[config.mk]
export PLATFORM = sky130hd
export DESIGN_NAME = fifo_uart_tx
export DESIGN_NICKNAME = d
export VERILOG_FILES = /design/src/rtl/fifo_uart_tx.sv
export SDC_FILE = /design/constraint.sdc
export NUM_CORES = 1
export LEC_CHECK = 0
export BUFFER_PORTS_ARGS = -buffer_cell sky130_fd_sc_hd__buf_4
export CAP_MARGIN = 20
export CORE_MARGIN = 4
export CORE_UTILIZATION = 60
export DETAILED_ROUTE_END_ITERATION = 6
export GPL_TIMING_DRIVEN = 1
export HOLD_SLACK_MARGIN = 0.12
export PLACE_DENSITY = 0.89
export SETUP_SLACK_MARGIN = 0.4
export SLEW_MARGIN = 0
export SYNTH_ARGS = -nofsm -noshare
export SYNTH_HDL_FRONTEND = slang
export SYNTH_SLANG_ARGS = --single-unit
[constraint.sdc]
create_clock -name clk -period 4.2 [get_ports clk]
set_clock_uncertainty 0.05 [all_clocks]
set_input_delay 0.21 -clock clk [delete_from_list [all_inputs] [get_ports clk]]
set_output_delay 0.21 -clock clk [all_outputs]
set_load 0.1 [all_outputs]
[src/rtl/fifo_uart_tx.sv]
// Drains a synchronous FIFO one word at a time and serialises each word as
// start bit, LSB-first data, optional even parity and one stop bit.
module fifo_uart_tx #(
  parameter int DATA_WIDTH   = 8,
  parameter int CLKS_PER_BIT = 16,
  parameter int PARITY_EN    = 0
) (
  input  logic                  clk,
  input  logic                  reset_n,
  input  logic                  tx_enable,
  input  logic                  fifo_empty,
  input  logic [DATA_WIDTH-1:0] fifo_out,
  output logic                  fifo_read_en,
  output logic                  tx,
  output logic                  busy,
  output logic                  frame_done,
  output logic [2:0]            dbg_state
);

  localparam int BW = (CLKS_PER_BIT > 1) ? $clog2(CLKS_PER_BIT) : 1;
  localparam int IW = $clog2(DATA_WIDTH + 1);
  localparam logic [BW-1:0] BAUD_LAST = BW'(CLKS_PER_BIT - 1);
  localparam logic [IW-1:0] IDX_LAST  = IW'(DATA_WIDTH - 1);

  typedef enum logic [2:0] {
    S_IDLE   = 3'd0,
    S_FETCH  = 3'd1,
    S_LOAD   = 3'd2,
    S_START  = 3'd3,
    S_DATA   = 3'd4,
    S_PARITY = 3'd5,
    S_STOP   = 3'd6
  } state_t;

  state_t                r_state, w_state_next;
  logic [BW-1:0]         r_baud, w_baud_next, w_baud_step;
  logic [IW-1:0]         r_bit_idx, w_bit_idx_next;
  logic [DATA_WIDTH-1:0] r_shift, w_shift_next;
  logic                  r_parity, w_parity_next;
  logic                  r_tx, w_tx_next;
  logic                  w_baud_last;

  assign w_baud_last = (r_baud == BAUD_LAST);
  assign w_baud_step = w_baud_last ? '0 : r_baud + 1'b1;

  always_comb begin
    w_state_next   = r_state;
    w_baud_next    = r_baud;
    w_bit_idx_next = r_bit_idx;
    w_shift_next   = r_shift;
    w_parity_next  = r_parity;
    case (r_state)
      S_IDLE:  if (tx_enable && !fifo_empty) w_state_next = S_FETCH;
      S_FETCH: w_state_next = S_LOAD;
      S_LOAD: begin
        w_shift_next   = fifo_out;
        w_parity_next  = ^fifo_out;
        w_baud_next    = '0;
        w_bit_idx_next = '0;
        w_state_next   = S_START;
      end
      S_START: begin
        w_baud_next = w_baud_step;
        if (w_baud_last) w_state_next = S_DATA;
      end
      S_DATA: begin
        w_baud_next = w_baud_step;
        if (w_baud_last) begin
          w_shift_next   = r_shift >> 1;
          w_bit_idx_next = r_bit_idx + 1'b1;
          if (r_bit_idx == IDX_LAST)
            w_state_next = (PARITY_EN != 0) ? S_PARITY : S_STOP;
        end
      end
      S_PARITY: begin
        w_baud_next = w_baud_step;
        if (w_baud_last) w_state_next = S_STOP;
      end
      S_STOP: begin
        w_baud_next = w_baud_step;
        if (w_baud_last) w_state_next = S_IDLE;
      end
      default: w_state_next = S_IDLE;
    endcase

    // The line level is derived from the state being entered so tx is a
    // plain register that moves on the same edge as the state.
    w_tx_next = 1'b1;
    case (w_state_next)
      S_START:  w_tx_next = 1'b0;
      S_DATA:   w_tx_next = w_shift_next[0];
      S_PARITY: w_tx_next = w_parity_next;
      default:  w_tx_next = 1'b1;
    endcase
  end

  always_ff @(posedge clk or negedge reset_n) begin
    if (!reset_n) begin
      r_state   <= S_IDLE;
      r_baud    <= '0;
      r_bit_idx <= '0;
      r_shift   <= '0;
      r_parity  <= 1'b0;
      r_tx      <= 1'b1;
    end else begin
      r_state   <= w_state_next;
      r_baud    <= w_baud_next;
      r_bit_idx <= w_bit_idx_next;
      r_shift   <= w_shift_next;
      r_parity  <= w_parity_next;
      r_tx      <= w_tx_next;
    end
  end

  // Strobes are decoded from registered state only, so reset clears them at once.
  assign tx           = r_tx;
  assign busy         = (r_state != S_IDLE);
  assign fifo_read_en = (r_state == S_FETCH);
  assign frame_done   = (r_state == S_STOP) && w_baud_last;
  assign dbg_state    = r_state;

endmodule

==> results of run 1 <==
-- cell type report --
| class | count | area [sq um] | area share (%) |
|---|---|---|---|
| Tap cell | 27 | 33.8 | 2.23 |
| Inverter | 3 | 11.3 | 0.744 |
| Multi-Input combinational cell | 103 | 699 | 46.2 |
| Timing Repair Buffer | 26 | 215 | 14.2 |
| Sequential cell | 21 | 527 | 34.8 |
| Clock buffer | 4 | 26.3 | 1.74 |
-- report_power, final --
part / internal [W] / switching (W)
registers: 0.000210 / 0.00000539
logic: 0.0000249 / 0.0000229
clock network: 0.0000372 / 0.0000625
-- logic make-up after synthesis --
logic type               Yosys count  share of synthesized area (%)
AO/OA/AOI/OAI                     36                           21.6
adder cells (fa/ha/maj)            2                           1.93
buffers and inverters             12                           5.40
XOR/XNOR                           9                           6.08
AND/OR/NAND/NOR                   51                           20.4
multiplexers                       5                           3.96
flip-flops                        21                           40.6
-- layer usage --
layer  wire (um)  part of all wire (%)  vias to the layer above
met5           0                     0                        -
met4          51                   1.7                        0
met3         143                   4.9                        9
met2        1450                    49                       27
met1        1280                    44                      534
li1            -                     -                      534
-- critical path: stages (launching register included) --
cell	delay, ns
dfrtp_1	0.74
nor3b_4	0.62
a21oi_2	0.19
a221oi_4	0.30
o221ai_2	0.13
a211o_1	0.28
-- through the flow --
stage | instances | total power, W | instance area (sq um) | utilization (%) | hold WS [ns]
after floorplan | 136 | 0.000241 | 1300 | - | -0.136
after global placement | 172 | 0.000258 | 1410 | 70.3 | 0.0555
after detailed placement | 172 | 0.000260 | 1410 | 70.3 | 0.0576
after CTS | 184 | 0.000363 | 1510 | 75.6 | 0.228
after global routing | 184 | 0.000378 | 1510 | 75.6 | 0.240
final | 184 | 0.000363 | 1510 | 75.6 | 0.235
-- timing repair --
| action | CTS | global route |
|---|---|---|
| buffers inserted | 0 | 0 |
| endpoints found under the hold margin | 28 | 0 |
| hold buffers | 8 | 0 |
-- state kept, by name, indices dropped and copies added, names as in the netlist --
register,flops
r_parity,1
r_shift,8
r_bit_idx,4
tx,1
r_baud,4
dbg_state,3
-- worst paths after layout --
| path | start | end | slack [ns] | cells past startpoint |
|---|---|---|---|---|
| worst max-delay path | dbg_state[1] | tx | 1.83 | 5 |
| worst min-delay path | fifo_out[0] | r_shift[0] | 0.23 | 4 |
| worst max register to register | dbg_state[1] | tx | 1.83 | 5 |
| worst min register to register | r_shift[2] | r_shift[2] | 0.44 | 2 |
| max in group asynchronous | reset_n | tx | 3.58 | 2 |
| min in group asynchronous | reset_n | dbg_state[1] | 0.24 | 2 |
-- Yosys cell counts (2+ instances only) --
master and number:
nand2_1 21, dfrtp_1 20, nor2_1 10, o21ai_0 9, xnor2_1 7, a22oi_1 6
nand3_1 6, mux2i_1 4, a21oi_1 3, clkbuf_1 3, inv_1 3, buf_2 2
buf_4 2, buf_6 2, ha_1 2, nand2b_1 2, o21ai_1 2, o221a_2 2
xor2_1 2
==> impl_metrics.csv, run 1 <==
group,metric,value,unit
clock_tree,cts.sinks,21,
worst_setup_path,critPathKind,"flop to flop",
grt,globalRouteMet1Util,29.0,%
logic_synthesis,async_reset_ff_share,100,%
logic_synthesis,ys_top_cells_by_area,"dfrtp_1, nand2_1, xnor2_1, o21ai_0, a22oi_1",
timing,max-slew-margin-rel,47.9,%
die,die_y,54.5,um
finish,antenna_cells,0,
detailed_routing,drt-vias-per-instance,6.00,
detailed_routing,drt_pass1_iterations,5,
grt,met3_usage,7.08,%
timing,setup_slack,1.83,ns
worst_setup_path,crit_path_start_kind,"flop",
grt,first_global_vias,1051,
finish,post_route_cells_drive_above_1_share,21.7,%
detailed_routing,first_iter_violations,28,
logic_synthesis,synth_flop_cell,"dfrtp_1",
clock_tree,ctsResizeCount,0,
finish,final_cell_mix,"nand2_1, dfrtp_1, buf_4, nor2_1, o21ai_0",
placement,portBuffers,18,
hold_path,hold_path.class,"input pin to flop",
grt,grt_pass1_wl,4690,um
power_and_ir_drop,ir_drop,237,uV
logic_synthesis,synth_top_area_share,38.6,%
clock_tree,cts_htree_levels,1,
power_and_ir_drop,leakagePower,0.698,nW
finish,syn2layout_area_growth,16.7,%
grt,use_met2,34.5,%
die,core,0.00200,sq mm
timing,finalCritPeriodShare,56.4,%
die,initial_core_util,64.7,%
timing,post-route-min-period,2.37,ns
finish,fillers,139,
grt,grt-ovfl-total,0,
clock_tree,cts_root_buf,"clkbuf_4",
worst_setup_path,critPathArrivalTime,2.57,ns
logic_synthesis,ys_warn_count,0,
grt,gr-max-usage-layer,"met2",
logic_synthesis,synth_cell_type_count,47,
timing,rsz0062_at_grt,"false",
timing,fin_tns_setup,0,ns
timing,finalMaxSlewViolations,0,
detailed_routing,wire_per_inst,15.9,um
logic_synthesis,ys_seq_area_share,40.6,%
worst_setup_path,end_kind,"flop",
logic_synthesis,syn-num-nets,150,
timing,max_freq,422,MHz
logic_synthesis,ys_ff_latch,21,
status,status,"complete, no violations",
logic_synthesis,syn_inst,136,
logic_synthesis,synth_edf_count,0,
clock_tree,clockBufferDepth,2,
die,die_w,54.5,um
grt,grt_max_degree,22,
detailed_routing,vias,1104,
flow_run,drv_cap,0,
finish,layout_commonest_cell,"nand2_1",
grt,grt_antenna_before_repair,0,
finish,final_nets,172,
logic_synthesis,syn-cell-area,0.00130,sq mm
logic_synthesis,syn_area_per_cell,9.53,sq um
placement,dp_worst_setup_slack,1.86,ns
clock_tree,cts.reportedPaths.clkPinSlew,0.12,ns
die,pin_count,19,
die,dieArea,0.00297,sq mm
timing,tightest_slew,0.778,ns
detailed_routing,ant_nets,0,
clock_tree,cts_tree,"yes",
placement,dp_hpwl,1980,um
clock_tree,clock_latency,0.31,ns
grt,grt_use_total,22.2,%
timing,finalSetupViolations,0,
timing,finalHoldViolCount,0,
logic_synthesis,yosysTopAreaCell,"dfrtp_1",
worst_setup_path,worstPathRequired,4.41,ns
die,placementRows,16,
placement,place.gp.congestion,0.768,
worst_setup_path,cp_max_fo,20,
power_and_ir_drop,powerDensity,240,mW/mm^2
detailed_routing,route.detailed.drc,0,
detailed_routing,routed_wl,2920,um
clock_tree,numCtsBuffers,3,
Note: power is estimated with default switching activity, not from simulation.
==> inputs of run 2 (changes only) <==
Settings changed: CORE_UTILIZATION 60 to 56, PLACE_DENSITY 0.89 to 0.84.
Clock period 4.2 ns to 2.35 ns, I/O delays scaled along.
==> run 2 against run 1 <==
- critical path depth is 1 higher
- clock power is 85% higher
- combinational power is 77% higher
- final cell count is 3.3% higher
- non-clock buffer count is 5 higher
- sequential power is 78% higher
- cell area is 6.0% higher
- global-route usage is 1.6 points lower
- die area is 6.1% higher
==> impl_metrics.csv, run 2 (synthesized netlist as in run 1, its figures left out) <==
group,metric,value,unit
worst_setup_path,critPathKind,"flop to flop",
power_and_ir_drop,p_total,0.000654,W
worst_setup_path,critPathArrivalTime,2.12,ns
grt,grt_max_degree,22,
clock_tree,cts.reportedPaths.clkPinSlew,0.12,ns
worst_setup_path,cpPeakStageDelay,0.60,ns
die,core,0.00221,sq mm
finish,largest_register,"r_shift",
die,dieArea,0.00315,sq mm
grt,grt_antenna_before_repair,0,
placement,dp_hpwl,2000,um
clock_tree,cts_tree,"yes",
die,die_w,56.1,um
detailed_routing,route.detailed.drc,0,
grt,grt_use_total,20.6,%
timing,tightest_slew,0.425,ns
clock_tree,clock_latency,0.32,ns
worst_setup_path,rr_worst_depth,6,
timing,finalSetupViolations,0,
finish,final_cell_mix,"buf_4, nand2_1, dfrtp_1, o21ai_0",
placement,dpl.cell_count,175,
detailed_routing,routed_wl,3300,um
placement,post_dp_cell_area,0.00145,sq mm
die,die_y,56.1,um
worst_setup_path,crit_path_start_kind,"flop",
finish,fillers,137,
clock_tree,cts_root_buf,"clkbuf_4",
power_and_ir_drop,powerDensity,408,mW/mm^2
worst_setup_path,r2r_slack,0.44,ns
clock_tree,cts.sinks,21,
finish,final_nets,177,
worst_setup_path,slowest_stage,"dfrtp_4",
clock_tree,clockBufferDepth,2,
power_and_ir_drop,ir_drop,373,uV
finish,syn2layout_area_growth,23.7,%
hold_path,hold_path.class,"input pin to asynchronous set/reset pin",
detailed_routing,drt_pass1_iterations,4,
placement,portBuffers,18,
finish,antenna_cells,0,
placement,place.gp.congestion,0.885,
worst_setup_path,crit_start,"dbg_state[1]",
detailed_routing,ant_nets,0,
flow_run,drv_cap,0,
timing,post-route-min-period,1.91,ns
clock_tree,numCtsBuffers,3,
finish,largest_register_ff_count,8,
worst_setup_path,setup.worst_path.end,"tx",
status,status,"complete, no violations",
timing,finalMaxSlewViolations,0,
die,initial_core_util,58.6,%
timing,finalHoldViolCount,0,
clock_tree,cts_htree_levels,1,
worst_setup_path,cp_max_fo,20,
worst_setup_path,end_kind,"flop",
detailed_routing,vias,1174,
worst_setup_path,reg2reg_to,"tx",
finish,reg_top3,"r_shift x8, r_baud x4, r_bit_idx x4",
timing,rsz0062_at_grt,"false",
detailed_routing,wire_per_inst,17.3,um
grt,first_global_vias,1055,
die,placementRows,17,
detailed_routing,first_iter_violations,71,
worst_setup_path,r2r-start,"dbg_state[1]",
power_and_ir_drop,leakagePower,0.726,nW
timing,finalCritPeriodShare,81.2,%
worst_setup_path,path_cells,"nor3b_4, buf_4, and2_1, a221oi_4, o221ai_2, a211o_1",
finish,post_route_cells_drive_above_1_share,29.6,%
grt,grt-ovfl-total,0,
finish,layout_commonest_cell,"buf_4",
finish,stdcell_count,190,
finish,stdcell_area,0.00160,sq mm
timing,fin_tns_setup,0,ns
timing,max-slew-margin-rel,71.7,%
timing,max_freq,524,MHz
worst_setup_path,worstPathRequired,2.56,ns
detailed_routing,drt-vias-per-instance,6.18,
grt,grt_pass1_wl,5140,um
die,pin_count,19,
==> run 2: final cells by class <==
cell class / count / area [sq um] / share of cell area (%)
Clock buffer: 3 / 22.5 / 1.40
Tap cell: 28 / 35.0 / 2.18
Clock inverter: 1 / 5.00 / 0.312
Sequential cell: 21 / 539 / 33.6
Multi-Input combinational cell: 103 / 726 / 45.2
Timing Repair Buffer: 31 / 265 / 16.5
Inverter: 3 / 11.3 / 0.702
==> run 2: how the worst min path moves through the flow <==
stage / startpoint / endpoint / slack, ns
CTS: fifo_out[0] / r_shift[0] / 0.13
global placement: reset_n / r_baud[3] / -0.03
global route: fifo_out[0] / r_shift[0] / 0.17
floorplan: reset_n / r_baud[0] / -0.23
detailed placement: reset_n / r_baud[3] / -0.03
finish: reset_n / r_baud[3] / 0.15
==> run 2: per-stage QoR <==
step	setup slack (ns)	util [%]	hold WS, ns
floorplan	0.354	-	-0.228
global placement	0.515	65.5	-0.0350
detailed placement	0.453	65.5	-0.0348
CTS	0.408	70.7	0.126
global route	0.366	72.5	0.170
finish	0.441	72.5	0.154
==> run 2: repair_timing <==
action	4_1_cts	5_1_grt
setup buffers	0	3
hold endpoints to repair	28	0
pin swaps	0	1
hold buffers	8	0
resized for setup	2	5
endpoints found under the setup margin	1	12
==> run 2: per-layer routing <==
layer  up-vias  part of all wire (%)  track usage (%)
met5         -                     0                0
li1        542                     -                -
met2        54                    50             32.6
met1       574                    42             28.5
met3         4                   6.3             3.25
met4         0                   1.7             7.12
==> run 2: power by group <==
part | internal [W] | switching (W) | leakage, nW
logic | 0.0000447 | 0.0000400 | 0.469
clock network | 0.0000638 | 0.000120 | 0.0177
registers | 0.000376 | 0.00000956 | 0.239
==> run 2: worst max-delay path: cells and delay by family (launching register included) <==
family	cells	cell delay, ns
DFF	1	0.60
and+or+nand+nor	2	0.39
buffers and inverters	1	0.15
AOI/OAI and AO/OA	3	0.65
==> inputs of run 3 (changes only) <==
Settings changed: CORE_UTILIZATION 56 to 50, PLACE_DENSITY 0.84 to 0.8.
Clock period 2.35 ns to 1.6 ns, I/O delays scaled along.
==> run 3 against run 2 <==
- sequential share of layout area is 10 points lower
- count of clock-buffer cells in the layout unchanged
- the run now ends with setup timing left
- critical path type unchanged
- cell area grew 44%
==> impl_metrics.csv, run 3 (synthesized netlist as in run 1, its figures left out) <==
group,metric,value,unit
power_and_ir_drop,p_int,0.000723,W
power_and_ir_drop,p_sw,0.000284,W
power_and_ir_drop,leakagePower,1.03,nW
placement,dp_hpwl,2570,um
detailed_routing,route.detailed.drc,0,
die,pin_count,19,
clock_tree,clock_latency,0.33,ns
timing,finalHoldViolCount,0,
finish,fillers,79,
clock_tree,cts_root_buf,"clkbuf_4",
grt,first_global_vias,1379,
placement,post_dp_cell_area,0.00169,sq mm
worst_setup_path,path_cells,"ha_4, and3_4, buf_4, o21ai_1, a21o_1, o211a_1, a211o_1",
worst_setup_path,cp_top_family,"compound AO/OA/AOI/OAI gates",
timing,finalCritPeriodShare,113,%
detailed_routing,wire_per_inst,24.1,um
clock_tree,clockBufferDepth,2,
finish,post_route_cells_drive_above_1_share,59.0,%
finish,largest_register,"r_shift",
timing,finalSetupViolations,8,
detailed_routing,drt-vias-per-instance,6.47,
detailed_routing,first_iter_violations,132,
finish,final_cell_mix,"buf_4, buf_6, dfrtp_1, nand2_1, dlygate4sd3_1",
grt,grt_use_total,28.0,%
finish,syn2layout_area_growth,78.1,%
finish,layout_commonest_cell,"buf_4",
grt,grt_antenna_before_repair,0,
die,core,0.00248,sq mm
timing,tightest_slew,0.322,ns
worst_setup_path,cp.buffers_inverters,1,
finish,multi_input_area,923,sq um
hold_path,hold_path.class,"input pin to flop",
die,dieArea,0.00347,sq mm
timing,max-slew-margin-rel,78.3,%
placement,portBuffers,18,
finish,largest_register_ff_count,8,
power_and_ir_drop,ir_drop,618,uV
placement,dp_worst_setup_slack,-0.137,ns
power_and_ir_drop,p_total,0.00101,W
grt,grt_pass1_wl,7180,um
clock_tree,numCtsBuffers,3,
worst_setup_path,critPathArrivalTime,2.04,ns
clock_tree,cts.reportedPaths.clkPinSlew,0.13,ns
detailed_routing,vias,1520,
power_and_ir_drop,p_sw_share,28.2,%
status,status,"finished with violations",
clock_tree,cts.sinks,21,
power_and_ir_drop,powerDensity,436,mW/mm^2
timing,max_freq,552,MHz
die,initial_core_util,52.3,%
detailed_routing,routed_wl,5660,um
timing,post-route-min-period,1.81,ns
detailed_routing,ant_nets,0,
timing,fin_tns_setup,-0.948,ns
placement,place.gp.congestion,0.823,
worst_setup_path,end_kind,"flop",
detailed_routing,drt_pass1_iterations,4,
grt,grt-ovfl-total,0,
worst_setup_path,slowest_stage,"dfrtp_1",
timing,setup_slack,-0.212,ns
clock_tree,cts_htree_levels,1,
die,placementRows,18,
finish,utilization,93.2,%
finish,final_nets,220,
power_and_ir_drop,power_frac_seq,56.8,%
grt,grt_max_degree,22,
finish,antenna_cells,0,
finish,stdcell_area,0.00231,sq mm
clock_tree,cts_tree,"yes",
worst_setup_path,crit_path_start_kind,"flop",
worst_setup_path,cpPeakStageDelay,0.42,ns
status,violations,"setup timing",
power_and_ir_drop,combPwrFrac,14.6,%
finish,seqCellArea,538,sq um
die,die_y,58.9,um
timing,finalMaxSlewViolations,0,
worst_setup_path,critPathKind,"flop to flop",
worst_setup_path,worstPathRequired,1.83,ns
power_and_ir_drop,p_clk_share,28.7,%
timing,rsz0062_at_grt,"true",
worst_setup_path,cp_max_fo,4,
die,die_w,58.9,um
flow_run,drv_cap,0,
finish,reg_top3,"r_shift x8, r_baud x4, r_bit_idx x4",
-- run 3: changes by cell type in the layout (fill, tap and decap cells not counted), sizes merged --
cell	before	now
buf	23	65
clkinvlp	0	1
dlygate4sd3	8	9
inv	3	2
-- run 3: final timing paths --
check / start / endpoint / slack, ns / cells after the start
worst max-delay path: r_baud[1] / tx / -0.21 / 7
worst min-delay path: fifo_out[0] / r_shift[0] / 0.12 / 4
worst max register to register: r_baud[1] / tx / -0.21 / 7
worst min register to register: r_shift[6] / r_shift[5] / 0.48 / 2
max in group asynchronous: reset_n / tx / 0.58 / 3
min in group asynchronous: reset_n / r_shift[0] / 0.65 / 3
-- run 3: worst register-to-register path, delay by kind of cell, from the launching register on --
kind / cells / cell delay, ns
simple gates: 1 / 0.23
compound gates: 4 / 0.75
flops: 1 / 0.42
fa+ha+maj: 1 / 0.17
buf+inv: 1 / 0.15
-- run 3: cell type report --
| cell class | instances | share of cell area, % |
|---|---|---|
| Clock buffer | 3 | 0.976 |
| Clock inverter | 1 | 0.217 |
| Inverter | 3 | 0.650 |
| Multi-Input combinational cell | 103 | 40.0 |
| Sequential cell | 21 | 23.3 |
| Tap cell | 30 | 1.63 |
| Timing Repair Buffer | 74 | 33.2 |
-- run 3: what timing repair did --
item,4_1_cts,5_1_grt
endpoints found under the setup margin,28,28
pin swaps,17,17
resized for setup,48,44
setup buffers,7,11
hold endpoints to repair,29,12
hold buffers,8,1
-- run 3: per-stage QoR --
| stage | hold slack (ns) | cells |
|---|---|---|
| 5_1_grt | 0.126 | 235 |
| 6_report | 0.121 | 235 |
| 4_1_cts | 0.0891 | 223 |
| 3_5_place_dp | -0.0679 | 204 |
| 2_1_floorplan | -0.266 | 136 |
| 3_3_place_gp | -0.0738 | 204 |
-- run 3: routing by layer --
layer	part of all wire (%)	global-route usage, %	up-vias
li1	-	-	625
met1	40	34.9	759
met2	47	46.7	113
met3	8.9	5.70	23
met4	4.1	12.3	0
met5	0	0	-
-- run 3: power by group through the flow --
stage	clock (W)	sequential, W	combinational [W]
after floorplan	0	0.000581	0.0000509
after global placement	0	0.000574	0.000102
after detailed placement	0	0.000575	0.000105
after CTS	0.000274	0.000565	0.000125
after global routing	0.000307	0.000573	0.000157
final	0.000289	0.000572	0.000147
